## config.mk

```make
export PLATFORM = sky130hd
export DESIGN_NAME = sc_level_speedtimer
export DESIGN_NICKNAME = d
export VERILOG_FILES = /design/src/rtl/sc_level_speedtimer.sv
export SDC_FILE = /design/constraint.sdc
export NUM_CORES = 1
export LEC_CHECK = 0
export ABC_AREA = 1
export CORE_UTILIZATION = 59
export DETAILED_ROUTE_END_ITERATION = 7
export PLACE_DENSITY = 0.81
export REMOVE_ABC_BUFFERS = 1
export SLEW_MARGIN = 20
export SYNTH_ARGS = -nofsm -noshare
export SYNTH_HDL_FRONTEND = slang
export SYNTH_SLANG_ARGS = --single-unit
```

## constraint.sdc

```tcl
create_clock -name SC_LEVELCOUNTER_CLOCK_50 -period 3.67 [get_ports SC_LEVELCOUNTER_CLOCK_50]
set_clock_uncertainty 0.05 [all_clocks]
set_input_delay 0.9175 -clock SC_LEVELCOUNTER_CLOCK_50 [delete_from_list [all_inputs] [get_ports SC_LEVELCOUNTER_CLOCK_50]]
set_output_delay 0.9175 -clock SC_LEVELCOUNTER_CLOCK_50 [all_outputs]
set_load 0.005 [all_outputs]
```

## src/rtl/sc_level_speedtimer.sv

```systemverilog
// Level-scaled active-low move tick for the lane and obstacle movers.
// Optional pause input is built when SC_LEVELSPEED_PAUSE_EN is defined.
module sc_level_speedtimer #(
  parameter int CURRENTSTATE_DATAWIDTH = 2,
  parameter int LEVELCOUNTER_DATAWIDTH = 3,
  parameter int PERIOD_DATAWIDTH       = 26,
  parameter int BASE_PERIOD            = 25000000,
  parameter int PERIOD_STEP            = 5000000,
  parameter int MIN_PERIOD             = 5000000
) (
  input  logic SC_LEVELCOUNTER_CLOCK_50,
  input  logic SC_LEVELCOUNTER_RESET_InHigh,
  input  logic [CURRENTSTATE_DATAWIDTH-1:0]
               SC_LEVELSPEED_CurrentState_InBus,
  input  logic [LEVELCOUNTER_DATAWIDTH-1:0]
               SC_LEVELSPEED_Level_InBus,
`ifdef SC_LEVELSPEED_PAUSE_EN
  input  logic SC_LEVELSPEED_Pause_InLow,
`endif
  output logic SC_LEVELSPEED_Tick_OutLow,
  output logic [PERIOD_DATAWIDTH-1:0]
               SC_LEVELSPEED_Period_OutBus,
  output logic SC_LEVELSPEED_Running_Out
);

  localparam int CW = CURRENTSTATE_DATAWIDTH;
  localparam int LW = LEVELCOUNTER_DATAWIDTH;
  localparam int PW = PERIOD_DATAWIDTH;
  localparam int XW = PW + LW;

  localparam logic [XW-1:0] STEP_X =
    XW'(PERIOD_STEP);
  localparam logic [XW-1:0] SPAN_X =
    XW'(BASE_PERIOD - MIN_PERIOD);
  localparam logic [PW-1:0] BASE_P =
    PW'(BASE_PERIOD);
  localparam logic [PW-1:0] MIN_P =
    PW'(MIN_PERIOD);
  localparam logic [PW-1:0] ONE_P = PW'(1);

  typedef enum logic [1:0] {
    IDLE,
    RUN,
    FREEZE
  } state_t;

  logic          clk;
  logic          rst;
  logic [XW-1:0] scaled;
  logic [PW-1:0] period_calc;
  logic [PW-1:0] cnt;
  logic [PW-1:0] period;
  logic          tick;
  logic          running;
  logic          hold;
  logic          is_run;
  logic          is_frz;
  state_t        state;

  assign clk = SC_LEVELCOUNTER_CLOCK_50;
  assign rst = SC_LEVELCOUNTER_RESET_InHigh;

`ifdef SC_LEVELSPEED_PAUSE_EN
  assign hold = ~SC_LEVELSPEED_Pause_InLow;
`else
  assign hold = 1'b0;
`endif

  // Wide product so the clamp compare never sees a wrapped value.
  assign scaled = XW'(SC_LEVELSPEED_Level_InBus) * STEP_X;

  always_comb begin
    period_calc = MIN_P;
    if (scaled < SPAN_X)
      period_calc = BASE_P - PW'(scaled);
  end

  assign is_run =
    (SC_LEVELSPEED_CurrentState_InBus == CW'(1));
  assign is_frz =
    (SC_LEVELSPEED_CurrentState_InBus == CW'(2));

  always_comb begin
    state = IDLE;
    unique case (1'b1)
      is_run:  state = RUN;
      is_frz:  state = FREEZE;
      default: state = IDLE;
    endcase
  end

  always_ff @(posedge clk or posedge rst) begin
    if (rst) begin
      cnt     <= '0;
      tick    <= 1'b1;
      period  <= BASE_P;
      running <= 1'b0;
    end else begin
      unique case (state)
        RUN: begin
          period <= period_calc;
          if (hold) begin
            tick    <= 1'b1;
            running <= 1'b0;
          end else begin
            running <= 1'b1;
            // >= so a level shrink below cnt fires at once.
            if (cnt >= period - ONE_P) begin
              cnt  <= '0;
              tick <= 1'b0;
            end else begin
              cnt  <= cnt + ONE_P;
              tick <= 1'b1;
            end
          end
        end
        FREEZE: begin
          tick    <= 1'b1;
          running <= 1'b0;
        end
        default: begin
          cnt     <= '0;
          tick    <= 1'b1;
          running <= 1'b0;
          period  <= BASE_P;
        end
      endcase
    end
  end

  assign SC_LEVELSPEED_Tick_OutLow   = tick;
  assign SC_LEVELSPEED_Period_OutBus = period;
  assign SC_LEVELSPEED_Running_Out   = running;

endmodule

```

==> flow_summary.json, run 1 <==
{
  "crit_family": "adder cells",
  "worst_slack_ns": 0.254,
  "regArea_um2": 1120,
  "setup_viol": 0,
  "ys_ff_latch": 44,
  "crit_type": "in2reg",
  "die_area_um2": 7210,
  "synth_ff_type": "dfrtp_1",
  "wirelength_um": 9400,
  "period_needed_ns": 3.42,
  "ir_drop_v": 0.000132,
  "drt-wirelength-per-cell_um": 14.1,
  "slew_headroom_pct": 60.7,
  "met1_usage_pct": 30.4,
  "hpwl_um": 7460,
  "fill_cells": 528,
  "p_seq_share_pct": 46.6,
  "routabilityCongestion": 0.991,
  "syn_inst": 542,
  "synth_area_per_cell_um2": 7.48,
  "netSwitchingFraction_pct": 32.7,
  "min_from": "cnt[25]",
  "die_y_um": 84.9,
  "multi_input_area_um2": 2580,
  "grt_first_pass_wirelength_um": 16100,
  "yosys.area.top_type": "dfrtp_1",
  "grt_max_degree": 33,
  "die_x_um": 84.9,
  "path_cells": "clkdlybuf4s50_1 -> inv_1 -> ha_1 -> ha_1 -> inv_1 -> fa_1 -> inv_1 -> nand3_2 -> nand2_4 -> nand2_1 -> nand2_1 -> inv_1 -> nand2_1 -> nor2_1 -> nand2_1 -> nand2_1 -> inv_2 -> nand2_2 -> o21ai_1 -> o21ai_0",
  "intPower_uw": 767,
  "start_kind": "primary input",
  "fin_crit_sh_pct": 93.1,
  "cp_common_cell": "nand2_1",
  "finalSetupTns_ns": 0,
  "drive_above_1_share_pct": 16.9,
  "yosysTopAreaCellShare_pct": 19.7,
  "cts.htree.levels": 2,
  "vias": 3624,
  "r2r_setup_slack_ns": 0.35,
  "grt-busiest-layer": "met2",
  "n_antenna_cell": 0,
  "root_buffer": "clkbuf_8",
  "async_flop_share_pct": 100,
  "grt_pass1_vias": 3640,
  "routed_via_density": 5.43,
  "yosysUniqueCellTypes": 47,
  "worst-path-stages": 20,
  "p_comb_share_pct": 26.3,
  "slew_violations": 0,
  "dp_slack_ns": -0.0816,
  "max_cap_viol_count": 0,
  "clkSinkCount": 44,
  "synthTopCellsByCount": "nand2_1, inv_1, nor2_1, ha_1, nand3_1",
  "violations": "DRC",
  "drt_first_pass_iters": 7,
  "critPathBufInv": 6,
  "antenna_found_initial": 0,
  "yosysMostFrequentCell": "nand2_1",
  "synth_edf_count": 0,
  "rr_worst_depth": 21,
  "hold_viol": 0,
  "postRouteAntennaNets": 0,
  "netlist_top_cells_area": "dfrtp_1, ha_1, nand2_1",
  "rows": 29,
  "p_sw_uw": 372,
  "drt_iter0_drc": 138,
  "cp_slowest_cell": "clkdlybuf4s50_1",
  "core_um2": 6490,
  "grtUsageMet3_pct": 4.09,
  "arrival_ns": 3.55,
  "route.detailed.drc": 2,
  "worst_slew_pin_slew_ns": 0.586,
  "hold_buffers": 0,
  "initial_core_util_pct": 62.4,
  "syn_to_final_growth_pct": 14.2,
  "r2r_end": "cnt[8]",
  "cellLeakagePower_nw": 2.19,
  "grt_usage_pct": 27.7,
  "worstSkewPairLatency_ns": 0.30,
  "yosysWarningCount": 0,
  "synthesis.area_um2": 4060,
  "clock.fmax_mhz": 293,
  "port_buffers": 28,
  "p_clk_share_pct": 27.1,
  "endpoint_kind": "register",
  "overflow": 0,
  "ios": 35,
  "clk_pin_slew_worst_paths_ns": 0.09,
  "hold_class": "reg2reg",
  "power_density_nw_per_um2": 246,
  "cp.required_ns": 3.80,
  "reg2reg_from": "SC_LEVELSPEED_Period_OutBus[7]",
  "status": "finished with violations",
  "cts_made_buffers": 5,
  "met2_usage_pct": 53.2,
  "cts_tree": "yes",
  "crit_path_end": "SC_LEVELSPEED_Period_OutBus[8]",
  "critical_path.max_stage_delay_ns": 0.47,
  "crit_start": "SC_LEVELSPEED_Level_InBus[1]",
  "layout.nets": 638,
  "seq_area_frac_synth_pct": 27.5,
  "clockBufferDepth": 2,
  "cp_max_fo": 6
}
[power groups by stage]
stage	clock network [mW]	registers [mW]	logic, mW
6_report	0.309	0.531	0.299
3_5_place_dp	0	0.539	0.294
4_1_cts	0.315	0.530	0.296
3_3_place_gp	0	0.539	0.285
2_1_floorplan	0	0.536	0.177
5_1_grt	0.335	0.534	0.335
[cells by family after synthesis]
logic type | count (synthesis) | share of synthesized area (%)
xor gates and xnor gates | 36 | 7.78
and+or+nand+nor | 264 | 30.8
other | 1 | 0.0925
DFF | 44 | 27.5
adders and majority gates | 42 | 13.3
buffers and inverters | 89 | 9.66
AOI/OAI and AO/OA | 66 | 10.8
[worst min path at each step]
stage	end	slack (ns)	cells past startpoint
after floorplan	cnt[25]	0.45	2
after global placement	SC_LEVELSPEED_Period_OutBus[14]	0.46	2
after detailed placement	cnt[25]	0.47	2
after CTS	cnt[25]	0.49	2
after global routing	cnt[25]	0.50	2
final	cnt[25]	0.49	2
[cell type report]
class	instances	area share, %
multi-input combinational	414	55.8
clock inverter	3	0.405
timing repair buffer	53	10.4
sequential	44	24.1
clock buffer	5	1.49
tap	77	2.08
inverter	71	5.76
[stage by stage]
step           cell area [um^2]  hold slack (ns)  util (%)  std cells  power [mW]
6_report                   4630            0.495      71.3        667        1.14
5_1_grt                    4630            0.502      71.3        667        1.20
3_3_place_gp               4510            0.463      69.5        657       0.824
2_1_floorplan              3950            0.446         -        529       0.712
3_5_place_dp               4510            0.473      69.5        657       0.834
4_1_cts                    4600            0.492      70.8        665        1.14
[tightest hold or removal path, cell delays in order, from the launching register on]
cell and delay (ns):
dfrtp_1 0.39, nand2_1 0.07, nand2_1 0.06
[cells in the final DEF (no fill, tap or decap), drive strengths merged]
cell,count
nand2,132
inv,70
nor2,55
nand3,43
ha,40
o21ai,37
dfrtp,32
clkdlybuf4s50,28
xor2,25
buf,25
a21oi,15
nand4,14
dfstp,12
xnor2,11
nor3,10
conb,6
clkbuf,5
clkinv,4
o22ai,3
nor4,3
nand3b,3
a21o,2
a22oi,2
o21a,2
fa,2
or2,2
a21boi,2
and2,1
o211ai,1
a31oi,1
nor3b,1
o31ai,1
[layer usage]
metal  part of all wire (%)  vias to the layer above
li1                       -                     1842
met2                     54                       78
met3                    3.0                       29
met1                     40                     1675
met4                    2.7                        0
met5                      0                        -
[sequential cells by signal (all words and copies together) (netlist names)]
signal,flops
SC_LEVELSPEED_Period_OutBus,16
cnt,26
SC_LEVELSPEED_Running_Out,1
SC_LEVELSPEED_Tick_OutLow,1
[timing repair]
action                                  in CTS  in global routing
endpoints found under the setup margin       0                 15
gates resized for setup                      0                  3
buffers inserted                             0                  2
Note: power is estimated with default switching activity, not from simulation.
==> inputs of run 2 (changes only) <==
--- a/config.mk
+++ b/config.mk
@@ -7,10 +7,10 @@
 export LEC_CHECK = 0
 export ABC_AREA = 1
 export CORE_UTILIZATION = 59
+export CTS_BUF_LIST = sky130_fd_sc_hd__clkbuf_16
 export DETAILED_ROUTE_END_ITERATION = 7
 export PLACE_DENSITY = 0.81
 export REMOVE_ABC_BUFFERS = 1
-export SLEW_MARGIN = 20
 export SYNTH_ARGS = -nofsm -noshare
 export SYNTH_HDL_FRONTEND = slang
 export SYNTH_SLANG_ARGS = --single-unit
==> run 2 against run 1 <==
Largest power group unchanged. The run still ends with DRC left. Non-clock buffer count did not move. Worst setup slack got worse by 0.0012 ns. Cell area rose by 1.5%.
==> flow_summary.json, run 2 (same netlist as run 1, synthesis figures left out) <==
{
  "power_density_nw_per_um2": 272,
  "postRouteAntennaNets": 0,
  "cts.htree.levels": 2,
  "worst-path-stages": 20,
  "period_needed_ns": 3.42,
  "crit_path_end": "SC_LEVELSPEED_Period_OutBus[8]",
  "hpwl_um": 7460,
  "routed_via_density": 5.45,
  "r2r_setup_slack_ns": 0.38,
  "slew_headroom_pct": 60.9,
  "die_y_um": 84.9,
  "dp.cells": 657,
  "finalSetupTns_ns": 0,
  "grt_pass1_vias": 3769,
  "core_um2": 6490,
  "ir_drop_v": 0.000200,
  "root_buffer": "clkbuf_16",
  "drive_above_1_share_pct": 17.3,
  "hold_buffers": 0,
  "ios": 35,
  "most-common-layout-cells": "nand2_1, inv_1, nor2_1",
  "finalPower_mw": 1.28,
  "top_register": "cnt",
  "stdcell_count": 667,
  "utilization_pct": 72.4,
  "layout.nets": 638,
  "cts_tree": "yes",
  "cp_common_cell": "nand2_1",
  "rows": 29,
  "drt_iter0_drc": 116,
  "hold_viol": 0,
  "max_cap_viol_count": 0,
  "fill_cells": 520,
  "grt_first_pass_wirelength_um": 16500,
  "grt_max_degree": 33,
  "drt_first_pass_iters": 6,
  "n_antenna_cell": 0,
  "mostFrequentLayoutCell": "nand2_1",
  "arrival_ns": 3.53,
  "setup_viol": 0,
  "largest_register_ffs": 26,
  "worstSkewPairLatency_ns": 0.29,
  "wirelength_um": 9580,
  "endpoint_kind": "register",
  "route.detailed.drc": 2,
  "cellLeakagePower_nw": 2.22,
  "critPathBufInv": 6,
  "crit_family": "buffers and inverters",
  "syn_to_final_growth_pct": 15.9,
  "port_buffers": 28,
  "overflow": 0,
  "die_x_um": 84.9,
  "r2r_end": "cnt[8]",
  "clkSinkCount": 44,
  "die_area_um2": 7210,
  "crit_type": "in2reg",
  "start_kind": "primary input",
  "antenna_found_initial": 0,
  "dp_slack_ns": -0.0816,
  "critical_path.max_stage_delay_ns": 0.48,
  "clk_pin_slew_worst_paths_ns": 0.06,
  "rsz0062_at_grt": "no",
  "worst_slack_ns": 0.252,
  "routabilityCongestion": 0.991,
  "clockBufferDepth": 2,
  "min_path_cells": 2,
  "slew_violations": 0,
  "cts_made_buffers": 5,
  "status": "finished with violations",
  "rr_worst_depth": 20,
  "hold_class": "reg2reg",
  "drt-wirelength-per-cell_um": 14.4,
  "vias": 3633,
  "reg2reg_from": "SC_LEVELSPEED_Period_OutBus[9]",
  "violations": "DRC",
  "initial_core_util_pct": 62.4,
  "fin_crit_sh_pct": 93.1,
  "hold_ws_ns": 0.489,
  "cp_max_fo": 8,
  "clock.fmax_mhz": 293,
  "path_cells": "clkdlybuf4s50_1 -> buf_4 -> ha_1 -> ha_1 -> inv_1 -> fa_1 -> inv_1 -> nand3_2 -> nand2_4 -> nand2_1 -> nand2_1 -> inv_1 -> nand2_1 -> nor2_1 -> nand2_1 -> nand2_1 -> inv_2 -> nand2_2 -> o21ai_1 -> o21ai_0",
  "cp.required_ns": 3.78,
  "crit_start": "SC_LEVELSPEED_Level_InBus[0]",
  "worst_slew_pin_slew_ns": 0.583,
  "cp_slowest_cell": "clkdlybuf4s50_1",
  "grt_usage_pct": 28.5,
  "post_dp_cell_area_um2": 4510,
  "fin_area_um2": 4700
}
==> run 2: worst min-delay path by stage <==
| stage | end | start |
|---|---|---|
| 3_3_place_gp | SC_LEVELSPEED_Period_OutBus[14] | SC_LEVELSPEED_Period_OutBus[14] |
| 2_1_floorplan | cnt[25] | cnt[25] |
| 5_1_grt | cnt[25] | cnt[25] |
| 4_1_cts | cnt[25] | cnt[25] |
| 6_report | cnt[25] | cnt[25] |
| 3_5_place_dp | cnt[25] | cnt[25] |
==> run 2: where the power goes <==
group	internal (mW)	switching (mW)
logic	0.127	0.175
clock network	0.251	0.193
registers	0.509	0.0226
total	0.887	0.391
==> run 2: area by class of cell <==
type | instances | area (um^2) | area share, %
Clock buffer | 5 | 125 | 2.66
Clock inverter | 3 | 18.8 | 0.399
Timing Repair Buffer | 53 | 480 | 10.2
Sequential cell | 44 | 1120 | 23.7
Inverter | 71 | 267 | 5.67
Multi-Input combinational cell | 414 | 2600 | 55.2
Tap cell | 77 | 96.3 | 2.05
==> run 2: timing repair <==
action | 4_1_cts | 5_1_grt
gates resized for setup | 0 | 6
setup buffers | 0 | 2
endpoints found under the setup margin | 0 | 16
==> run 2: worst reg2reg max path, delay by kind of cell (launching register included) <==
kind	cells	cell delay, ns
AOI/OAI and AO/OA	5	0.66
and+or+nand+nor	11	1.57
adders and majority gates	1	0.22
buffers and inverters	3	0.28
DFF	1	0.44
==> run 2: per-layer routing <==
metal	part of all wire [%]	GRT usage, %	vias up	wire [um]
li1	-	-	1837	-
met1	40	30.7	1675	3820
met2	54	54.8	87	5150
met3	2.7	3.40	34	261
met4	3.6	14.3	0	349
met5	0	0	-	0
